### config.mk
export PLATFORM = sky130hd
export DESIGN_NAME = mod_bit_counter
export DESIGN_NICKNAME = d
export VERILOG_FILES = /design/src/rtl/bit_counter_pkg.sv /design/src/rtl/mod_bit_counter.sv
export SDC_FILE = /design/constraint.sdc
export NUM_CORES = 1
export LEC_CHECK = 0
export ABC_AREA = 1
export BUFFER_PORTS_ARGS = -buffer_cell sky130_fd_sc_hd__buf_2
export CORE_UTILIZATION = 50
export CTS_BUF_LIST = sky130_fd_sc_hd__clkbuf_2 sky130_fd_sc_hd__clkbuf_4 sky130_fd_sc_hd__clkbuf_8
export DETAILED_ROUTE_END_ITERATION = 10
export PLACE_DENSITY_LB_ADDON = 0.1
export SLEW_MARGIN = 40
export SYNTH_ARGS = -nofsm -noshare
export SYNTH_HDL_FRONTEND = slang
export SYNTH_SLANG_ARGS = --single-unit
### constraint.sdc
create_clock -name clk -period 1.9 [get_ports clk]
set_input_delay 0.285 -clock clk [delete_from_list [all_inputs] [get_ports clk]]
set_output_delay 0.285 -clock clk [all_outputs]
set_load 0.02 [all_outputs]
### src/rtl/bit_counter_pkg.sv
// Shared definitions for the modulo-N bit counter.
//
// Contents:
//   - step_e        : decoded step direction for one cycle
//   - width_legal   : elaboration-time check of the counter width (2..16)
//   - modulus_legal : elaboration-time check of the modulus (2..2**width)
//   - max_count     : top of the count range, MODULUS-1
package bit_counter_pkg;

  localparam int unsigned MinWidth = 2;
  localparam int unsigned MaxWidth = 16;
  localparam int unsigned MinModulus = 2;

  typedef enum logic [1:0] {
    StepNone = 2'b00,
    StepUp   = 2'b01,
    StepDown = 2'b10
  } step_e;

  function automatic bit width_legal(input int unsigned width);
    return (width >= MinWidth) && (width <= MaxWidth);
  endfunction

  // The width guard keeps the shift in range before the modulus is compared.
  function automatic bit modulus_legal(input int unsigned modulus, input int unsigned width);
    if (!width_legal(width)) begin
      return 1'b0;
    end
    return (modulus >= MinModulus) && (modulus <= (32'd1 << width));
  endfunction

  function automatic int unsigned max_count(input int unsigned modulus);
    return modulus - 1;
  endfunction

endpackage

### src/rtl/mod_bit_counter.sv
// Modulo-N bit counter with up/down stepping, synchronous load, wrap or
// saturate at the range ends, and registered boundary status.
//
// Parameters:
//   WIDTH   : counter width in bits (2..16)
//   MODULUS : count range is 0..MODULUS-1 (2..2**WIDTH)
//
// Ports:
//   clk           : rising-edge clock
//   reset         : synchronous, active-high reset
//   ClearCounter  : force Count to 0 (Overflow untouched)
//   LoadCounter   : load LoadValue, clamped to MODULUS-1
//   LoadValue     : value for LoadCounter
//   IncCounter    : step up by one
//   DecCounter    : step down by one (both or neither step = hold)
//   Saturate      : 0 = wrap at range ends, 1 = hold at range ends
//   ClearOverflow : clear the sticky Overflow flag (a same-cycle set wins)
//   Count         : current count, registered
//   Terminal      : high while Count == MODULUS-1
//   Wrapped       : one-cycle registered pulse on a wrap/saturate event
//   Overflow      : sticky flag, set on boundary events and clamped loads
module mod_bit_counter
  import bit_counter_pkg::*;
#(
  parameter int unsigned WIDTH   = 8,
  parameter int unsigned MODULUS = 256
) (
  input  logic             clk,
  input  logic             reset,
  input  logic             ClearCounter,
  input  logic             LoadCounter,
  input  logic [WIDTH-1:0] LoadValue,
  input  logic             IncCounter,
  input  logic             DecCounter,
  input  logic             Saturate,
  input  logic             ClearOverflow,
  output logic [WIDTH-1:0] Count,
  output logic             Terminal,
  output logic             Wrapped,
  output logic             Overflow
);

  // Parameter legality, rejected at elaboration.
  if (!width_legal(WIDTH)) begin : g_bad_width
    $error("mod_bit_counter: WIDTH must be in 2..16");
  end
  if (!modulus_legal(MODULUS, WIDTH)) begin : g_bad_modulus
    $error("mod_bit_counter: MODULUS must be in 2..2**WIDTH");
  end

  // Boundary arithmetic is done one bit wider so MODULUS == 2**WIDTH still
  // fits and the load compare cannot alias.
  localparam int unsigned MaxCount = max_count(MODULUS);
  localparam logic [WIDTH:0] MaxCountExt = (WIDTH + 1)'(MaxCount);
  localparam logic [WIDTH:0] ModulusExt = (WIDTH + 1)'(MODULUS);
  localparam logic [WIDTH:0] OneExt = (WIDTH + 1)'(1);
  localparam logic [WIDTH-1:0] MaxCountVal = WIDTH'(MaxCount);

  logic [WIDTH-1:0] count_q, count_d;
  logic             wrapped_q, wrapped_d;
  logic             overflow_q, overflow_d;

  step_e            step;
  logic [WIDTH:0]   count_ext;
  logic [WIDTH:0]   count_inc;
  logic [WIDTH:0]   count_dec;
  logic [WIDTH:0]   load_ext;
  logic             at_max;
  logic             at_zero;
  logic             overflow_set;

  assign count_ext = {1'b0, count_q};
  assign count_inc = count_ext + OneExt;
  assign count_dec = count_ext - OneExt;
  assign load_ext  = {1'b0, LoadValue};
  assign at_max    = (count_ext == MaxCountExt);
  assign at_zero   = (count_q == '0);

  // Inc XOR Dec selects a direction; both or neither means hold.
  always_comb begin
    step = StepNone;
    if (IncCounter && !DecCounter) begin
      step = StepUp;
    end else if (DecCounter && !IncCounter) begin
      step = StepDown;
    end
  end

  always_comb begin
    count_d      = count_q;
    wrapped_d    = 1'b0;
    overflow_set = 1'b0;

    if (ClearCounter) begin
      count_d = '0;
    end else if (LoadCounter) begin
      if (load_ext >= ModulusExt) begin
        // Out-of-range load clamps to the top of the range; no wrap pulse.
        count_d      = MaxCountVal;
        overflow_set = 1'b1;
      end else begin
        count_d = LoadValue;
      end
    end else begin
      unique case (step)
        StepUp: begin
          if (at_max) begin
            count_d      = Saturate ? count_q : '0;
            wrapped_d    = 1'b1;
            overflow_set = 1'b1;
          end else begin
            count_d = count_inc[WIDTH-1:0];
          end
        end
        StepDown: begin
          if (at_zero) begin
            count_d      = Saturate ? count_q : MaxCountVal;
            wrapped_d    = 1'b1;
            overflow_set = 1'b1;
          end else begin
            count_d = count_dec[WIDTH-1:0];
          end
        end
        default: begin
          count_d = count_q;
        end
      endcase
    end

    // A set in the same cycle beats ClearOverflow.
    overflow_d = overflow_set | (overflow_q & ~ClearOverflow);
  end

  always_ff @(posedge clk) begin
    if (reset) begin
      count_q    <= '0;
      wrapped_q  <= 1'b0;
      overflow_q <= 1'b0;
    end else begin
      count_q    <= count_d;
      wrapped_q  <= wrapped_d;
      overflow_q <= overflow_d;
    end
  end

  assign Count    = count_q;
  assign Terminal = (count_q == MaxCountVal);
  assign Wrapped  = wrapped_q;
  assign Overflow = overflow_q;

endmodule

==> out/results.ini <==
[floorplan]
io-pin-count = 27
die_w_um = 47.0
core-area_mm2 = 0.00180
die_y_um = 47.0
rows = 15
dieArea_mm2 = 0.00221
start_util_pct = 56.1

[critical_path]
slowest_delay_ns = 0.38
path_cells = nor2_2 > nand2_2 > nor2_4 > nand3_1 > nand3_2 > inv_1 > o21ai_0 > nor2_1
cp_max_fo = 11
crit_type = flop to flop
worstPathRequired_ns = 2.07
slowest_stage = dfxtp_1
start_kind = flop
worstPathArrival_ns = 1.82
critical_path.endpoint_type = flop

[synthesis]
synthFlopType = dfxtp_1
ys_seq_elements = 10
avgSynthCellArea_um2 = 5.84
postSynthCellCount = 173
netlist_area_mm2 = 0.00101
yosysTopAreaCellShare_pct = 19.8
yosysWarnings = 0
synth_nets = 194
synth_edf_count = 0
yosysTopAreaCell = dfxtp_1
yosys-top-cells-area = dfxtp_1 (20%), nand2_1 (16%), nor2_1 (10%), inv_1 (9.3%), nand3_1 (8.9%)
async_flop_share_pct = 0
ys_seq_area_share_pct = 19.8
synth_cell_types = 26

[layout]
area_growth_pct = 18.9
n_fill_cell = 170
final_cell_mix = nand2_1 (44), nor2_1 (27), buf_2 (26), inv_1 (25), nand3_1 (18)
post-route-util_pct = 66.7
drive_gt1_share_pct = 24.6
final_nets = 225
final_common_cell = nand2_1
num_antenna_cells = 0

[clocking]
cts_max_level = 1
postCtsSetupBuffers = 0
worstSkewPairLatency_ns = 0.27
numCtsBuffers = 3
path_clk_slew_ns = 0.07
cts_tree = built
clockRootBuffer = clkbuf_4
hold_buffers = 0
cts_num_sinks = 10
ctsResizeCount = 0
clock_path_buffers = 2

[power]
leakage_nw = 0.666
powerDensity_mw_per_mm2 = 559
peakVddDrop_uv = 422

[timing]
finalCritPeriodShare_pct = 87.0
finalSetupViolCount = 0
fmax_mhz = 605
finalSetupTns_ns = 0
hold_viol = 0
slew_violations = 0
slew_headroom_pct = 77.0
fin_crit_ns = 1.65
finalClockSkew_ns = 0.00408
rsz0062_at_grt = no
worstMarginPinSlew_ns = 0.345

[hold_path]
hp-class = input port to flop

[placement]
gp_congestion = 0.960
io_buffer_count = 26
dp_hpwl_mm = 2.30

[flow_run]
cap_violations = 0

[route]
wl_per_cell_um = 12.6
ant_nets = 0
dr.pass1.iters = 4
drt_iter0_markers = 47
drc_errors = 0
vias_per_cell = 5.22
via_count = 1191
finalWirelength_mm = 2.88

[global_route]
grt_overflow = 0
grt_max_degree = 12
grt_pass1_vias = 1099
grt_util_all_layers_pct = 29.7
antenna_found_initial = 0
grt_pass1_wl_mm = 4.62

[outcome]
status = complete, no violations

==> cell type report <==
class / count / area, um2 / area share, %
clock buffer: 4 / 36.3 / 3.02
timing repair buffer: 31 / 168 / 13.9
inverter: 28 / 106 / 8.84
multi-input combinational: 130 / 661 / 54.9
tap: 25 / 31.3 / 2.60
sequential: 10 / 200 / 16.6
==> registers in the layout, summed over array words and instances, names as in the netlist <==
signal and flops:
Count 8, Wrapped 1, Overflow 1
==> cell families (layout without fill, tap and decap cells) <==
group	count (synthesis)	after routing	synth area share (%)
compound gates	19	19	11.1
fa+ha+maj	5	5	6.19
buf+inv	33	63	14.9
xor+xnor	3	3	2.60
simple gates	103	103	45.4
flops	10	10	19.8
==> worst max-delay path: cells and delay by family (launching register included) <==
family                 cells  cell delay (ns)
AND/OR/NAND/NOR            6             0.87
buffers and inverters      1             0.14
AO/OA/AOI/OAI              1             0.16
flip-flops                 1             0.38
==> routing by layer <==
| layer | track usage, % | up-vias | wire length [um] |
|---|---|---|---|
| li1 | - | 601 | - |
| met1 | 35.1 | 529 | 1250 |
| met2 | 53.6 | 51 | 1400 |
| met3 | 6.92 | 10 | 159 |
| met4 | 8.00 | 0 | 67 |
| met5 | 0 | - | 0 |
==> Yosys cell counts (2+ instances only) <==
master   number
nand2_1      44
nor2_1       27
inv_1        25
nand3_1      18
dfxtp_1      10
o21ai_0      10
ha_1          5
a21oi_1       3
buf_6         3
nand2_2       3
a21oi_2       2
buf_2         2
inv_2         2
nand3_2       2
nand4_1       2
nor2_2        2
nor2_4        2
nor3_1        2
xor2_1        2
==> final timing paths <==
check                   startpoint               endpoint  slack [ns]  cells after the start
min reg2reg    Overflow$_SDFF_PP0_    Overflow$_SDFF_PP0_        0.47                      2
min                  ClearOverflow    Overflow$_SDFF_PP0_        0.20                      2
max reg2reg  Count[3]$_SDFFE_PP0P_  Count[2]$_SDFFE_PP0P_        0.25                      8
max          Count[3]$_SDFFE_PP0P_  Count[2]$_SDFFE_PP0P_        0.25                      8
==> per-stage QoR <==
stage	total power, mW	instances	hold WS [ns]	setup WS [ns]	area, um2
2_1_floorplan	0.411	173	0.389	0.279	1010
3_3_place_gp	0.469	224	0.462	0.280	1170
3_5_place_dp	0.474	224	0.467	0.271	1170
4_1_cts	0.672	228	0.194	0.254	1200
5_1_grt	0.722	228	0.188	0.0788	1200
6_report	0.672	228	0.197	0.247	1200
==> where the power goes <==
group	internal (mW)	switching, mW	leakage [nW]
clock network	0.116	0.0815	0.0210
registers	0.220	0.0186	0.0817
logic	0.0871	0.148	0.564
total	0.424	0.248	0.666
No activity file was read; power rests on OpenSTA's default activity.
